==> src/rtl/encoder_speed_sampler.sv <==
// Quadrature encoder front end: decodes A/B into signed 4x steps and reports one speed sample per WINDOW clocks.
// Optional ENC_GLITCH_FILTER_EN adds a 3-sample stability filter on each synchronized channel.
//
// state  | meaning
// S_FILL | synchronizer/filter still filling after reset; no decode
// S_RUN  | decoder armed; prev vs AB compared every cycle
module encoder_speed_sampler #(
    parameter int WINDOW = 50000
) (
    input  logic               clk,
    input  logic               rst_n,
    input  logic               enc_a,
    input  logic               enc_b,
    output logic signed [31:0] speed_out,
    output logic               speed_valid,
    output logic               dir_meas,
    output logic               enc_err
);

    localparam int WCNT_W = (WINDOW > 1) ? $clog2(WINDOW) : 1;
    localparam logic [WCNT_W-1:0] WCNT_LAST = WCNT_W'(WINDOW - 1);

    typedef enum logic {S_FILL, S_RUN} arm_state_t;

    arm_state_t         state, state_nxt;
    logic [2:0]         arm_cnt;
    logic [1:0]         ab_m, ab_s, ab, prev;
    logic signed [1:0]  step, delta_q;
    logic               bad;
    logic [31:0]        acc, acc_sat;
    logic [32:0]        acc_ext;
    logic [WCNT_W-1:0]  wcnt;
    logic               terminal;

    always_ff @(posedge clk or negedge rst_n) begin
        if (!rst_n) begin
            ab_m <= 2'b00;
            ab_s <= 2'b00;
        end else begin
            ab_m <= {enc_a, enc_b};
            ab_s <= ab_m;
        end
    end

`ifdef ENC_GLITCH_FILTER_EN
    localparam logic [2:0] ARM_LAST = 3'd5;
    logic [1:0] hist0, hist1, ab_f;

    // A bit follows the synchronizer only once three consecutive samples agree.
    always_ff @(posedge clk or negedge rst_n) begin
        if (!rst_n) begin
            hist0 <= 2'b00;
            hist1 <= 2'b00;
            ab_f  <= 2'b00;
        end else begin
            hist0 <= ab_s;
            hist1 <= hist0;
            for (int i = 0; i < 2; i++) begin
                if (ab_s[i] == hist0[i] && hist0[i] == hist1[i])
                    ab_f[i] <= ab_s[i];
            end
        end
    end

    assign ab = ab_f;
`else
    localparam logic [2:0] ARM_LAST = 3'd2;
    assign ab = ab_s;
`endif

    always_ff @(posedge clk or negedge rst_n) begin
        if (!rst_n) begin
            state   <= S_FILL;
            arm_cnt <= 3'd0;
        end else begin
            state <= state_nxt;
            if (state == S_FILL)
                arm_cnt <= arm_cnt + 3'd1;
        end
    end

    always_comb begin
        state_nxt = state;
        if (state == S_FILL && arm_cnt == ARM_LAST)
            state_nxt = S_RUN;
    end

    always_comb begin
        step = 2'sb00;
        bad  = 1'b0;
        if (state == S_RUN) begin
            case ({prev, ab})
                4'b00_10, 4'b10_11, 4'b11_01, 4'b01_00: step = 2'sb01;
                4'b00_01, 4'b01_11, 4'b11_10, 4'b10_00: step = 2'sb11;
                4'b00_11, 4'b11_00, 4'b01_10, 4'b10_01: bad  = 1'b1;
                default: ;
            endcase
        end
    end

    // prev tracks AB every cycle, so on arming it already holds the live value.
    always_ff @(posedge clk or negedge rst_n) begin
        if (!rst_n) begin
            prev    <= 2'b00;
            delta_q <= 2'sb00;
            enc_err <= 1'b0;
        end else begin
            prev    <= ab;
            delta_q <= step;
            enc_err <= bad;
        end
    end

    assign acc_ext = {acc[31], acc} + {{31{delta_q[1]}}, delta_q};

    always_comb begin
        acc_sat = acc_ext[31:0];
        if (acc_ext[32] != acc_ext[31])
            acc_sat = acc_ext[32] ? 32'h8000_0000 : 32'h7FFF_FFFF;
    end

    assign terminal = (wcnt == WCNT_LAST);

    always_ff @(posedge clk or negedge rst_n) begin
        if (!rst_n) begin
            wcnt        <= '0;
            acc         <= 32'd0;
            speed_out   <= 32'sd0;
            dir_meas    <= 1'b0;
            speed_valid <= 1'b0;
        end else begin
            speed_valid <= terminal;
            if (terminal) begin
                wcnt      <= '0;
                acc       <= 32'd0;
                speed_out <= acc_sat;
                dir_meas  <= acc_sat[31];
            end else begin
                wcnt <= wcnt + WCNT_W'(1);
                acc  <= acc_sat;
            end
        end
    end

endmodule

==> config.mk <==
export PLATFORM = sky130hd
export DESIGN_NAME = encoder_speed_sampler
export DESIGN_NICKNAME = d
export VERILOG_FILES = /design/src/rtl/encoder_speed_sampler.sv
export SDC_FILE = /design/constraint.sdc
export NUM_CORES = 1
export LEC_CHECK = 0
export ABC_AREA = 1
export CORE_MARGIN = 3
export CORE_UTILIZATION = 40
export DETAILED_ROUTE_END_ITERATION = 16
export GPL_ROUTABILITY_DRIVEN = 0
export SETUP_SLACK_MARGIN = 0.02
export SLEW_MARGIN = 10
export SYNTH_ARGS = -nofsm -noshare
export SYNTH_HDL_FRONTEND = slang
export SYNTH_SLANG_ARGS = --single-unit
==> constraint.sdc <==
create_clock -name clk -period 7.4 [get_ports clk]
set_clock_uncertainty 0.1 [all_clocks]
set_input_delay 1.85 -clock clk [delete_from_list [all_inputs] [get_ports clk]]
set_output_delay 1.85 -clock clk [all_outputs]
set_load 0.01 [all_outputs]
==> impl_metrics.csv <==
group,metric,value,unit
status,status,"complete, no violations",
worst_hold_path,min_to,"ab[0]",
clock_tree,cts_root_buffer,"clkbuf_16",
logic_synthesis,syn_avg_cell_area,7.22,sq um
worst_hold_path,min_from,"ab_m[0]",
power,power,2610,uW
critical_path,critPathLaunch,"speed_out[31]",
clock_tree,cts_tree,"built",
detailed_routing,drt_iter0_drc,248,
finish,n_antenna_cell,0,
critical_path,path_delay_family,"buffers and inverters",
logic_synthesis,synth_area_leaders,"dfrtp_1 (39%), nand2_1 (20%), ha_1 (7.3%), inv_1 (5.4%), a21oi_1 (5.0%)",
sta,report.final.slew_viol_count,0,
sta,fin_crit,3.23,ns
finish,drive_above_1_share,0.0575,
clock_tree,clock_path_buffers,2,
clock_tree,clk_latency,0.34,ns
floorplan,dieArea,16500,sq um
detailed_routing,vias_per_cell,4.79,
critical_path,path_buf_inv,1,
job,max_cap_violations,0,
finish,design_area,6810,sq um
logic_synthesis,syn-cell-area,5980,sq um
logic_synthesis,synth_cells,829,
grt,overflow,0,
power,ir_drop,0.153,mV
floorplan,fp.dieW,128,um
finish,syn2layout_area_growth,13.8,%
floorplan,ios,39,
placed_design,placed_area,6520,sq um
clock_tree,h-tree-depth,3,
critical_path,worstSetupPathType,"reg -> out",
critical_path,critPathMaxFanout,3,
detailed_routing,dr_total_vias,5052,
worst_hold_path,hp-class,"reg -> reg",
logic_synthesis,synth.largest_area_cell,"dfrtp_1",
power,p_per_area,384,nW/um^2
critical_path,worst_setup_path_end_kind,"output pin",
grt,antenna_found_initial,0,
floorplan,initial_core_util,0.410,
critical_path,reg2reg_depth,16,
sta,slew_headroom,0.325,
power,p_leak,0.00369,uW
critical_path,critPathSlowestCell,"clkdlybuf4s50_1",
critical_path,critPathMaxStageDelay,0.55,ns
sta,whs,0.249,ns
detailed_routing,wl_per_cell,12.9,um
placed_design,hpwl,10.1,mm
grt,grt_pass1_vias,4815,
placed_design,port_buffers,38,
critical_path,worstReg2RegEnd,"acc[21]",
finish,fin_nets,905,
sta,timing.setup.tns,0,ns
grt,grt_max_degree,82,
critical_path,r2r_setup_slack,4.18,ns
detailed_routing,wirelength,13.6,mm
sta,setup_viol,0,
logic_synthesis,synthDistinctLibCells,32,
logic_synthesis,synth_top_area_share,0.393,
grt,gr-usage-all-layers,0.174,
grt,grt_first_pass_wirelength,23.3,mm
critical_path,required,5.45,ns
logic_synthesis,async_reset_ff_frac,1.00,
sta,max_freq,309,MHz
clock_tree,cts_resized,0,
critical_path,critPathLaunchType,"register",
detailed_routing,first_pass_iters,4,
sta,rsz0062_at_grt,"false",
logic_synthesis,ys_ff_latch,94,
floorplan,core_area,14600,sq um
logic_synthesis,yosysSeqAreaShare,0.393,
floorplan,dieHeight,128,um
clock_tree,clock_sinks,94,
logic_synthesis,yosys_warnings,0,
sta,hold_viol_final,0,
detailed_routing,postRouteAntennaNets,0,
critical_path,critPathArrivalTime,1.28,ns
clock_tree,numCtsBuffers,9,
clock_tree,postCtsSetupRepairBufs,0,
floorplan,rows,44,
sta,worst_pin_slew,1.01,ns
worst_hold_path,hold_depth,0,
detailed_routing,drc,0,
clock_tree,clkTransAtPathRegs,0.07,ns
logic_synthesis,ys.flop_type,"dfrtp_1",
sta,period_share,0.437,
critical_path,r2r-start,"delta_q[1]",
logic_synthesis,synth_edf_count,0,
critical_path,crit_chain,"clkdlybuf4s50_1",
logic_synthesis,syn-num-nets,869,
clock_tree,cts_hold_buf,0,
## area by class of cell
| class | count | area (sq um) |
|---|---|---|
| Multi-Input combinational cell | 625 | 3180 |
| Timing Repair Buffer | 42 | 408 |
| Sequential cell | 94 | 2350 |
| Inverter | 93 | 349 |
| Tap cell | 184 | 230 |
| Fill cell | 1506 | 7780 |
| Clock inverter | 7 | 65.1 |
| Clock buffer | 9 | 225 |
## through the flow
| step | setup WS (ns) | std cells | util |
|---|---|---|---|
| 2_1_floorplan | 4.49 | 829 | - |
| 3_3_place_gp | 4.24 | 1038 | 0.447 |
| 3_5_place_dp | 4.20 | 1038 | 0.447 |
| 4_1_cts | 4.15 | 1054 | 0.467 |
| 5_1_grt | 3.79 | 1054 | 0.467 |
| 6_report | 4.17 | 1054 | 0.467 |
## registers in the layout, summed over array words and instances (netlist names)
name	count
prev	2
ab_m	2
ab	2
wcnt	16
speed_valid	1
acc	32
arm_cnt	3
state	1
speed_out	32
delta_q	2
enc_err	1
## Yosys cell counts (all sizes together), types with 2 or more instances
cell type	n
buf	12
clkbuf	5
o21bai	7
dfrtp	94
o21ai	21
ha	35
nor3	12
nor2	67
and2	8
or2	2
nor4	4
nand3b	8
xnor2	11
inv	92
xor2	23
nand4	3
nand3	17
nand2	344
a21oi	60
## worst max-delay path by stage
stage                          endpoint  slack, ns  depth (start not counted)
final                     speed_out[31]       4.17                          1
after global routing            acc[21]       3.79                         16
after floorplan            speed_out[6]       4.49                         19
after detailed placement        acc[21]       4.20                         16
after global placement     speed_out[7]       4.24                          2
after CTS                 speed_out[31]       4.15                          1
## cells in the final DEF (no fill, tap or decap), types with 4 or more instances in the layout
cell type and count:
xor2_1 23, nand2_4 4, inv_2 6, ha_1 35
nor2_1 66, and2_1 8, nand2_2 16, clkdlybuf4s50_1 37
nand2_1 324, o21ai_0 16, dfrtp_1 94, a21oi_1 60
o21bai_1 7, xnor2_1 11, nor3_1 12, o21ai_1 5
inv_1 86, nand3_1 17, clkbuf_16 9, nand3b_1 8
buf_4 5
## cells by family (layout without fill, tap and decap cells)
logic type,count (synthesis),count (layout),share of synthesized area
compound gates,90,90,0.0788
xor+xnor,34,34,0.0498
fa+ha+maj,36,36,0.0765
buf+inv,110,151,0.0765
flops,94,94,0.393
simple gates,465,465,0.325
## layer usage
layer	track usage	routed length (um)
met5	0	0
met2	0.257	5870
met3	0.0213	344
met1	0.271	7200
met4	0.0424	142
## power by group
group	internal, uW	switching [uW]
clock	236	212
combinational	517	987
sequential	626	35.5
Note: power is estimated with default switching activity, not from simulation.
